==> config.mk <==
export PLATFORM = sky130hd
export DESIGN_NAME = mul_seq_ctrl_flat
export DESIGN_NICKNAME = d
export VERILOG_FILES = /design/src/rtl/mul_seq_ctrl_if.sv /design/src/rtl/mul_seq_ctrl.sv /design/src/flat_wrapper.sv
export SDC_FILE = /design/constraint.sdc
export NUM_CORES = 1
export LEC_CHECK = 0
export BUFFER_PORTS_ARGS = -buffer_cell sky130_fd_sc_hd__buf_4
export CAP_MARGIN = 20
export CORE_ASPECT_RATIO = 1.2
export CORE_UTILIZATION = 45
export DETAILED_ROUTE_END_ITERATION = 6
export PLACE_DENSITY_LB_ADDON = 0.12
export REMOVE_ABC_BUFFERS = 1
export SYNTH_ARGS = -nofsm -noshare
export SYNTH_HDL_FRONTEND = slang
export SYNTH_SLANG_ARGS = --single-unit
==> constraint.sdc <==
create_clock -name clk -period 3.2 [get_ports clk]
set_input_delay 0.32 -clock clk [delete_from_list [all_inputs] [get_ports clk]]
set_output_delay 0.32 -clock clk [all_outputs]
set_load 0.03 [all_outputs]
==> src/rtl/mul_seq_ctrl_if.sv <==
// Multiply controller bus: opcode-decoder side (start/operands/result)
// and the shared ripple-carry adder operand/result lines.
interface mul_seq_ctrl_if #(
    parameter int WIDTH = 8
);
    logic                 start;
    logic                 abort;
    logic [WIDTH-1:0]     op_a;
    logic [WIDTH-1:0]     op_b;
    logic                 busy;
    logic                 done;
    logic [2*WIDTH-1:0]   product;
    logic [WIDTH-1:0]     add_a;
    logic [WIDTH-1:0]     add_b;
    logic                 add_cin;
    logic [WIDTH-1:0]     add_sum;
    logic                 add_cout;

    modport slave (
        input  start, abort, op_a, op_b, add_sum, add_cout,
        output busy, done, product, add_a, add_b, add_cin
    );

    modport master (
        output start, abort, op_a, op_b, add_sum, add_cout,
        input  busy, done, product, add_a, add_b, add_cin
    );
endinterface

==> src/rtl/mul_seq_ctrl.sv <==
// Sequential shift-and-add unsigned multiplier controller using the ALU adder.
// Ports: clk, rst_n (async, active-low), bus (mul_seq_ctrl_if.slave).
module mul_seq_ctrl #(
    parameter int WIDTH = 8,
    parameter int CNT_W = 4
) (
    input  logic           clk,
    input  logic           rst_n,
    mul_seq_ctrl_if.slave  bus
);
    typedef enum logic [1:0] {
        IDLE = 2'd0,
        CALC = 2'd1,
        DONE = 2'd2
    } state_t;

    state_t               state_q;
    logic [WIDTH-1:0]     m_q;
    logic [WIDTH-1:0]     q_q;
    logic [WIDTH-1:0]     acc_q;
    logic [CNT_W-1:0]     cnt_q;
    logic [2*WIDTH-1:0]   prod_q;
    logic                 busy_q;
    logic                 done_q;

    logic [WIDTH-1:0]     acc_d;
    logic [WIDTH-1:0]     q_d;
    logic                 calc;

    assign calc = (state_q == CALC);

    // Adder sees the partial product and, when the multiplier LSB is set,
    // the multiplicand.
    assign bus.add_a   = calc ? acc_q : '0;
    assign bus.add_b   = (calc && q_q[0]) ? m_q : '0;
    assign bus.add_cin = 1'b0;

    // Carry-out becomes the new ACC MSB, so the product never overflows.
    assign acc_d = {bus.add_cout, bus.add_sum[WIDTH-1:1]};
    assign q_d   = {bus.add_sum[0], q_q[WIDTH-1:1]};

    assign bus.busy    = busy_q;
    assign bus.done    = done_q;
    assign bus.product = prod_q;

    always_ff @(posedge clk or negedge rst_n) begin
        if (!rst_n) begin
            state_q <= IDLE;
            m_q     <= '0;
            q_q     <= '0;
            acc_q   <= '0;
            cnt_q   <= '0;
            prod_q  <= '0;
            busy_q  <= 1'b0;
            done_q  <= 1'b0;
        end else begin
            done_q <= 1'b0;
            unique case (state_q)
                IDLE, DONE: begin
                    if (bus.start) begin
                        m_q     <= bus.op_a;
                        q_q     <= bus.op_b;
                        acc_q   <= '0;
                        cnt_q   <= '0;
                        busy_q  <= 1'b1;
                        state_q <= CALC;
                    end else begin
                        busy_q  <= 1'b0;
                        state_q <= IDLE;
                    end
                end
                CALC: begin
                    if (bus.abort) begin
                        busy_q  <= 1'b0;
                        state_q <= IDLE;
                    end else begin
                        acc_q <= acc_d;
                        q_q   <= q_d;
                        cnt_q <= cnt_q + CNT_W'(1);
                        if (cnt_q == CNT_W'(WIDTH - 1)) begin
                            prod_q  <= {acc_d, q_d};
                            busy_q  <= 1'b0;
                            done_q  <= 1'b1;
                            state_q <= DONE;
                        end
                    end
                end
                default: begin
                    busy_q  <= 1'b0;
                    state_q <= IDLE;
                end
            endcase
        end
    end
endmodule

==> src/flat_wrapper.sv <==
// flat-port wrapper written by rule: the top's interface ports become plain ports
module mul_seq_ctrl_flat 
#(
    parameter int WIDTH = 8,
    parameter int CNT_W = 4
)
  (clk, rst_n, bus_start, bus_abort, bus_op_a, bus_op_b, bus_add_sum, bus_add_cout, bus_busy, bus_done, bus_product, bus_add_a, bus_add_b, bus_add_cin);
  mul_seq_ctrl_if #(.WIDTH(WIDTH)) bus_i ();
  input  logic clk;
  input  logic rst_n;
  input wire logic [$bits(bus_i.start)-1:0] bus_start;
  input wire logic [$bits(bus_i.abort)-1:0] bus_abort;
  input wire logic [$bits(bus_i.op_a)-1:0] bus_op_a;
  input wire logic [$bits(bus_i.op_b)-1:0] bus_op_b;
  input wire logic [$bits(bus_i.add_sum)-1:0] bus_add_sum;
  input wire logic [$bits(bus_i.add_cout)-1:0] bus_add_cout;
  output wire logic [$bits(bus_i.busy)-1:0] bus_busy;
  output wire logic [$bits(bus_i.done)-1:0] bus_done;
  output wire logic [$bits(bus_i.product)-1:0] bus_product;
  output wire logic [$bits(bus_i.add_a)-1:0] bus_add_a;
  output wire logic [$bits(bus_i.add_b)-1:0] bus_add_b;
  output wire logic [$bits(bus_i.add_cin)-1:0] bus_add_cin;
  assign bus_i.start = bus_start;
  assign bus_i.abort = bus_abort;
  assign bus_i.op_a = bus_op_a;
  assign bus_i.op_b = bus_op_b;
  assign bus_i.add_sum = bus_add_sum;
  assign bus_i.add_cout = bus_add_cout;
  assign bus_busy = bus_i.busy;
  assign bus_done = bus_i.done;
  assign bus_product = bus_i.product;
  assign bus_add_a = bus_i.add_a;
  assign bus_add_b = bus_i.add_b;
  assign bus_add_cin = bus_i.add_cin;
  mul_seq_ctrl #(.WIDTH(WIDTH), .CNT_W(CNT_W)) u_core (.clk(clk), .rst_n(rst_n), .bus(bus_i));
endmodule
=== Word-level counts from Yosys, hierarchy flattened ===
Index checks and enable logic that the tools add are counted.
W data, S select, Z words.

* Register bits: 48
* Output and inout bits: 35
* Word-level logic and storage cells: 45

* Add/subtract/negate cells: 1
* Equal/unequal tests: 6
* Multiplexer cells: 22
* Bitwise operators: 1
* Reductions and logical operators: 7

{| class="wikitable"
|+ Operators by type and width
! kind !! count
|-
| $mux W8 || 6
|-
| $pmux W8 S2 || 2
|-
| $mux W4 || 2
|-
| $pmux W4 S2 || 1
|-
| $mux W1 || 7
|-
| $reduce_and A3 Y1 || 2
|-
| $add A4 B1 Y4 const B || 1
|-
| $eq A4 B3 Y1 const B || 1
|-
| $mux W2 || 2
|-
| $ne A2 B2 Y1 const B || 2
|-
| $pmux W2 S2 || 1
|-
| $ne A3 B3 Y1 const B || 1
|-
| $eq A2 B1 Y1 const B || 1
|-
| $eq A2 B2 Y1 const B || 1
|-
| $logic_not A2 Y1 || 1
|-
| $pmux W1 S2 || 1
|-
| $reduce_and A2 Y1 || 1
|-
| $reduce_bool A2 Y1 || 1
|-
| $reduce_or A2 Y1 || 1
|-
| $logic_and A1 B1 Y1 || 1
|-
| $not A1 Y1 || 1
|}

=== Logic depth before layout (Yosys ltp) ===
* Depth in word-level cells: 4
* Mapped depth: 5
* Mapped depth without buffers: 4

=== Least setup slack after synthesis ===
OpenSTA, ideal clock, no wires.

* Path type: flip-flop to flip-flop
* From: reg u_core.state_q[0]
* To: reg u_core.prod_q[10], in the netlist u_core.bus.product[10]
* Library setup time: 0.125 ns
* Arrival: 1.814 ns
* Data required time: 3.075 ns
* Setup slack: 1.260 ns
* Stages on the path, launching flop included: 6
* Buffers on the path: 2
* Cell sequence: dfrtp_1 or3b_1 buf_2 nor3_4 buf_8 mux2_4

* Word-level cells in the longest chain between the ends: 2

{| class="wikitable"
|+ Ends and longest elaborated chain
! element !! RTL line !! source
|-
| start, declared || mul_seq_ctrl.sv:17 || <nowiki>state_t state_q;</nowiki>
|-
| start signal, assigned || mul_seq_ctrl.sv:48 || <nowiki>state_q <= IDLE;</nowiki>
|-
| start signal, assigned || mul_seq_ctrl.sv:66 || <nowiki>state_q <= CALC;</nowiki>
|-
| start signal, assigned || mul_seq_ctrl.sv:69 || <nowiki>state_q <= IDLE;</nowiki>
|-
| $eq A2 B1 Y1 || mul_seq_ctrl.sv:58 || <nowiki>unique case (state_q)</nowiki>
|-
| $reduce_and A3 Y1 (no line) || n/a ||
|-
| end signal, assigned || mul_seq_ctrl.sv:81 || <nowiki>prod_q <= {acc_d, q_d};</nowiki>
|-
| end, declared || mul_seq_ctrl.sv:22 || <nowiki>logic [2*WIDTH-1:0] prod_q;</nowiki>
|}

Every way passes these cells.
A chain may end at the register's enable or synchronous reset.

=== Final worst setup path ===
* From: reg u_core.state_q[1]
* To: reg u_core.prod_q[15], in the netlist u_core.bus.product[15]

The elaborated chain is that of the path after synthesis.

==> results list <==
- Antenna cells: 0
- The critical path in this run is classified as register to register.
- Max capacitance violation total: 0
- For met1 alone, demand over resource in global routing was 26.04%.
- In the final layout, flip-flops and latches occupy about 1200 um^2.
- Power density relative to cell area: approximately 570 nW/um^2
- First-pass GRT wire length: 6.982 mm
- Counting the buffers created by CTS gives 5.
- Part of the Yosys area used for sequential elements: 57.18%
* CTS tree: yes
- For this run, asynchronously set or reset flops after synthesis account for 100.0%.
- The global routing stage identified its most utilized layer as met2.
- Main combinational cell family by area after synthesis: simple AND/OR/NAND/NOR gates
- Area used by multi-input combinational logic: 822.0 um^2
- Fmax: 0.4959 GHz
- The detailed router placed between 1500 and 2000 vias in this run.
- Setup slack on the worst reg-to-reg path comes out at 1180 ps.
- The floorplan step set the die width to 63.72 um.
- The worst setup path is captured at a register.
- Antenna violations before repair: 0
- Counting along the longest clock path gives a buffer depth of 2.
- In the synthesized netlist, the number of instances is 188.
* Final Worst Setup Slack: between 1000 and 1500 ps
- After synthesis the netlist holds a flip-flop and latch count of 47.
- Leading register cell type out of synthesis: sky130_fd_sc_hd__dfrtp_1
* Xor/xnor cell area share of the yosys netlist: 0%
- sky130_fd_sc_hd__nand2_1 is the most common cell in the netlist.
- For this design, the CTS-stage hold fixing added 0 buffers.
- The HPWL after detailed placement is 2.756 mm.
* Netlist area before placement: 2057 um^2
- Synth Area in Adders: less than 1%
- Setup violations remaining at the end of the flow were counted as 0.
- Cells with a size suffix above 1 make up 36.69% of the layout.
- # rows: 26
- At the worst endpoint, the arrival time is 2200 ps.
* Global placement routability congestion: 0.6823
* Mean instance size in the synthesized netlist: 10.94 um^2
- For the final routed database, the setup TNS stands at 0 ps.
- The clock reaches the later pin of the worst-skew pair after between 200 and 300 ps.
* Aggregate routed wire length: 4.183 mm
- The count of endpoints failing hold in the final timing report is 0.
- The final critical path takes up a little over three fifths of the cycle.
- The filler cells instantiated in the layout total 392.
* Count of flip-flops with a built-in enable after synthesis: 0
* Vias per inst: around 4.9
- Leakage power: 0.001419 uW
- The worst register-to-register path has a depth of 4.
- The cell sitting at the root of the clock tree is a sky130_fd_sc_hd__clkbuf_8.
- In this run the remaining antenna-violating nets after routing total 0.
* Share of Yosys cell area claimed by the top area cell type: around 57%
* Routed length per instance: ~14 um
* Unrepaired setup endpoints after global routing: no
* Main area contributors after synthesis: sky130_fd_sc_hd__dfrtp_1 (57%), sky130_fd_sc_hd__nand2_1 (8.8%), sky130_fd_sc_hd__mux2_4 (6.6%)
- After global routing the overflow that remains totals 0.
- TritonCTS sink count: 47
- The total count of max-transition violations in the final report is 0.
- The first detailed-routing pass took 4 iterations.
* Post-synth cell types: 25
* Effective utilization at floorplan: 47.54%
* Buffer count from post-CTS setup fixing: 0
* Fraction of met2 tracks used by global routing: between 20% and 30%
* Count of unresolved DRC violations after routing: 0
* Max Fanout on Critical Path: 17
- Min cycle time layout: between 2000 and 2500 ps
- In this run the tightest slew margin relative to its limit is 44.84%.
- Startpoint type of the worst setup path: register
* Run status: finished clean
- For this run, the total global-route usage over all layers was measured as 18.79%.
- Entering global routing, the biggest net connects 48 pins.
* Worst setup slack before clock tree synthesis: 1168 ps
- At the worst endpoint, the required time is 3380 ps.
- In the final design database the tool counted 277 nets.
- After clock tree synthesis, the clock-pin slew on the worst setup and hold paths is ~80 ps.
- For the final database, setup skew stands at 5.610 ps.
* Yosys Warn Count: 0
* Slew at the pin closest to its max-slew limit: between 800 and 900 ps
- Min-Delay Path Class: primary input to async pin
- Input and output buffers added on the ports amount to 62.
- Initial drt markers: 59
- Largest voltage drop on the vdd net: 325.9 uV
- Die extent in y: 76.06 um
- After clock tree synthesis, the repair step resized 0 gates.
- Die outline area: 4847 um^2
- Area grow syn2layout: 28.41%
- Area fraction in compound gates after synthesis: around 2.4%
* Dominant cell type by area after synthesis: sky130_fd_sc_hd__dfrtp_1
- The clock tree synthesis step divided the H-tree into 2 levels.
- Top post-synthesis cells by count: sky130_fd_sc_hd__nand2_1 (48), sky130_fd_sc_hd__dfrtp_1 (47), sky130_fd_sc_hd__mux2i_1 (10), sky130_fd_sc_hd__nand3_1 (10)
- Met3 capacity usage during global routing: 4.641%
* Vias in the first global route: ~1500
- Number of I/O pins: 64
* Simple-gate portion of the synthesized area: 21.11%
* Share of cell area taken by muxes after synthesis: about 15%
* Floorplan Core Area: between 4000 and 5000 um^2
==> layer usage <==
layer / up-vias / part of all wire, %
met5: - / 0
met1: 724 / 47
met2: 37 / 49
met4: 0 / 0.41
met3: 2 / 3.7
li1: 740 / -
==> placed cells by master (no fill, tap or decap) <==
cell type | synthesis | routed
sky130_fd_sc_hd__a21oi_1 | 8 | 8
sky130_fd_sc_hd__and2_1 | 8 | 8
sky130_fd_sc_hd__and2b_1 | 1 | 1
sky130_fd_sc_hd__and3_1 | 8 | 8
sky130_fd_sc_hd__buf_4 | 1 | 65
sky130_fd_sc_hd__clkbuf_1 | 8 | 1
sky130_fd_sc_hd__clkbuf_8 | 0 | 5
sky130_fd_sc_hd__clkinv_2 | 0 | 1
sky130_fd_sc_hd__clkinvlp_4 | 0 | 1
sky130_fd_sc_hd__conb_1 | 1 | 1
sky130_fd_sc_hd__dfrtp_1 | 47 | 47
sky130_fd_sc_hd__ha_1 | 1 | 1
sky130_fd_sc_hd__mux2_2 | 7 | 7
sky130_fd_sc_hd__mux2_4 | 9 | 9
sky130_fd_sc_hd__mux2i_1 | 10 | 10
sky130_fd_sc_hd__nand2_1 | 48 | 48
sky130_fd_sc_hd__nand2b_1 | 1 | 1
sky130_fd_sc_hd__nand3_1 | 10 | 10
sky130_fd_sc_hd__nand4_1 | 1 | 1
sky130_fd_sc_hd__nor2b_2 | 0 | 1
sky130_fd_sc_hd__nor3_1 | 9 | 9
sky130_fd_sc_hd__nor3_4 | 1 | 1
sky130_fd_sc_hd__nor3b_2 | 0 | 1
sky130_fd_sc_hd__o21ai_0 | 2 | 2
sky130_fd_sc_hd__or3b_1 | 1 | 1
==> power breakdown <==
group          internal (uW)  leakage (uW)  switching [uW]  total [uW]
logic                    167      0.000772             229         396
clock network            153     0.0000412             194         346
registers                689      0.000607            65.6         755
==> area by class of cell <==
cell class                 count  share of cell area [%]
sequential                    47                   44.53
multi-input combinational    128                   31.12
timing repair buffer          65                   18.47
clock buffer                   6                   2.748
tap                           56                   2.653
clock inverter                 2                  0.4737
==> critical path, stage by stage (launching register included) <==
cell and delay (ps):
sky130_fd_sc_hd__dfrtp_1 410, sky130_fd_sc_hd__or3b_1 620, sky130_fd_sc_hd__nor3_4 190, sky130_fd_sc_hd__buf_4 320, sky130_fd_sc_hd__mux2_2 370
==> kinds of logic (layout without fill, tap and decap cells) <==
| kind of cell | after synthesis | count (layout) |
|---|---|---|
| AO/OA/AOI/OAI | 10 | 10 |
| flip-flops | 47 | 47 |
| other | 1 | 1 |
| AND/OR/NAND/NOR | 90 | 90 |
| adder cells (fa/ha/maj) | 1 | 1 |
| multiplexers | 26 | 26 |
| buffers and inverters | 13 | 73 |
==> registers in the layout, summed over array words and instances (netlist names) <==
signal,count
u_core.acc_q,8
u_core.state_q,2
u_core.bus.product,16
u_core.cnt_q,4
u_core.bus.done,1
u_core.m_q,8
u_core.q_q,8
==> per-stage QoR <==
stage / total power, uW / hold slack [ps] / instances / util, % / area (um^2)
5_1_grt: 1588 / 52.92 / 304 / 61.05 / 2641
3_5_place_dp: 1167 / 366.4 / 296 / 59.08 / 2556
4_1_cts: 1516 / 34.40 / 304 / 61.05 / 2641
2_1_floorplan: 1002 / 24.41 / 175 / - / 1991
3_3_place_gp: 1159 / 364.3 / 296 / 59.08 / 2556
6_report: 1497 / 12.12 / 304 / 61.05 / 2641
==> path summary, 6_finish.rpt <==
check / start / endpoint
setup / recovery: u_core.state_q[1]$_DFFE_PN0P_ / u_core.bus.product[15]$_DFFE_PN0P_
hold / removal: rst_n / u_core.m_q[4]$_DFFE_PN0P_
setup reg to reg: u_core.state_q[1]$_DFFE_PN0P_ / u_core.bus.product[15]$_DFFE_PN0P_
hold reg to reg: u_core.m_q[5]$_DFFE_PN0P_ / u_core.m_q[5]$_DFFE_PN0P_
max in group asynchronous: rst_n / u_core.acc_q[5]$_DFFE_PN0P_
min in group clk: bus_op_a[4] / u_core.m_q[4]$_DFFE_PN0P_
Note: power is estimated with default switching activity, not from simulation.
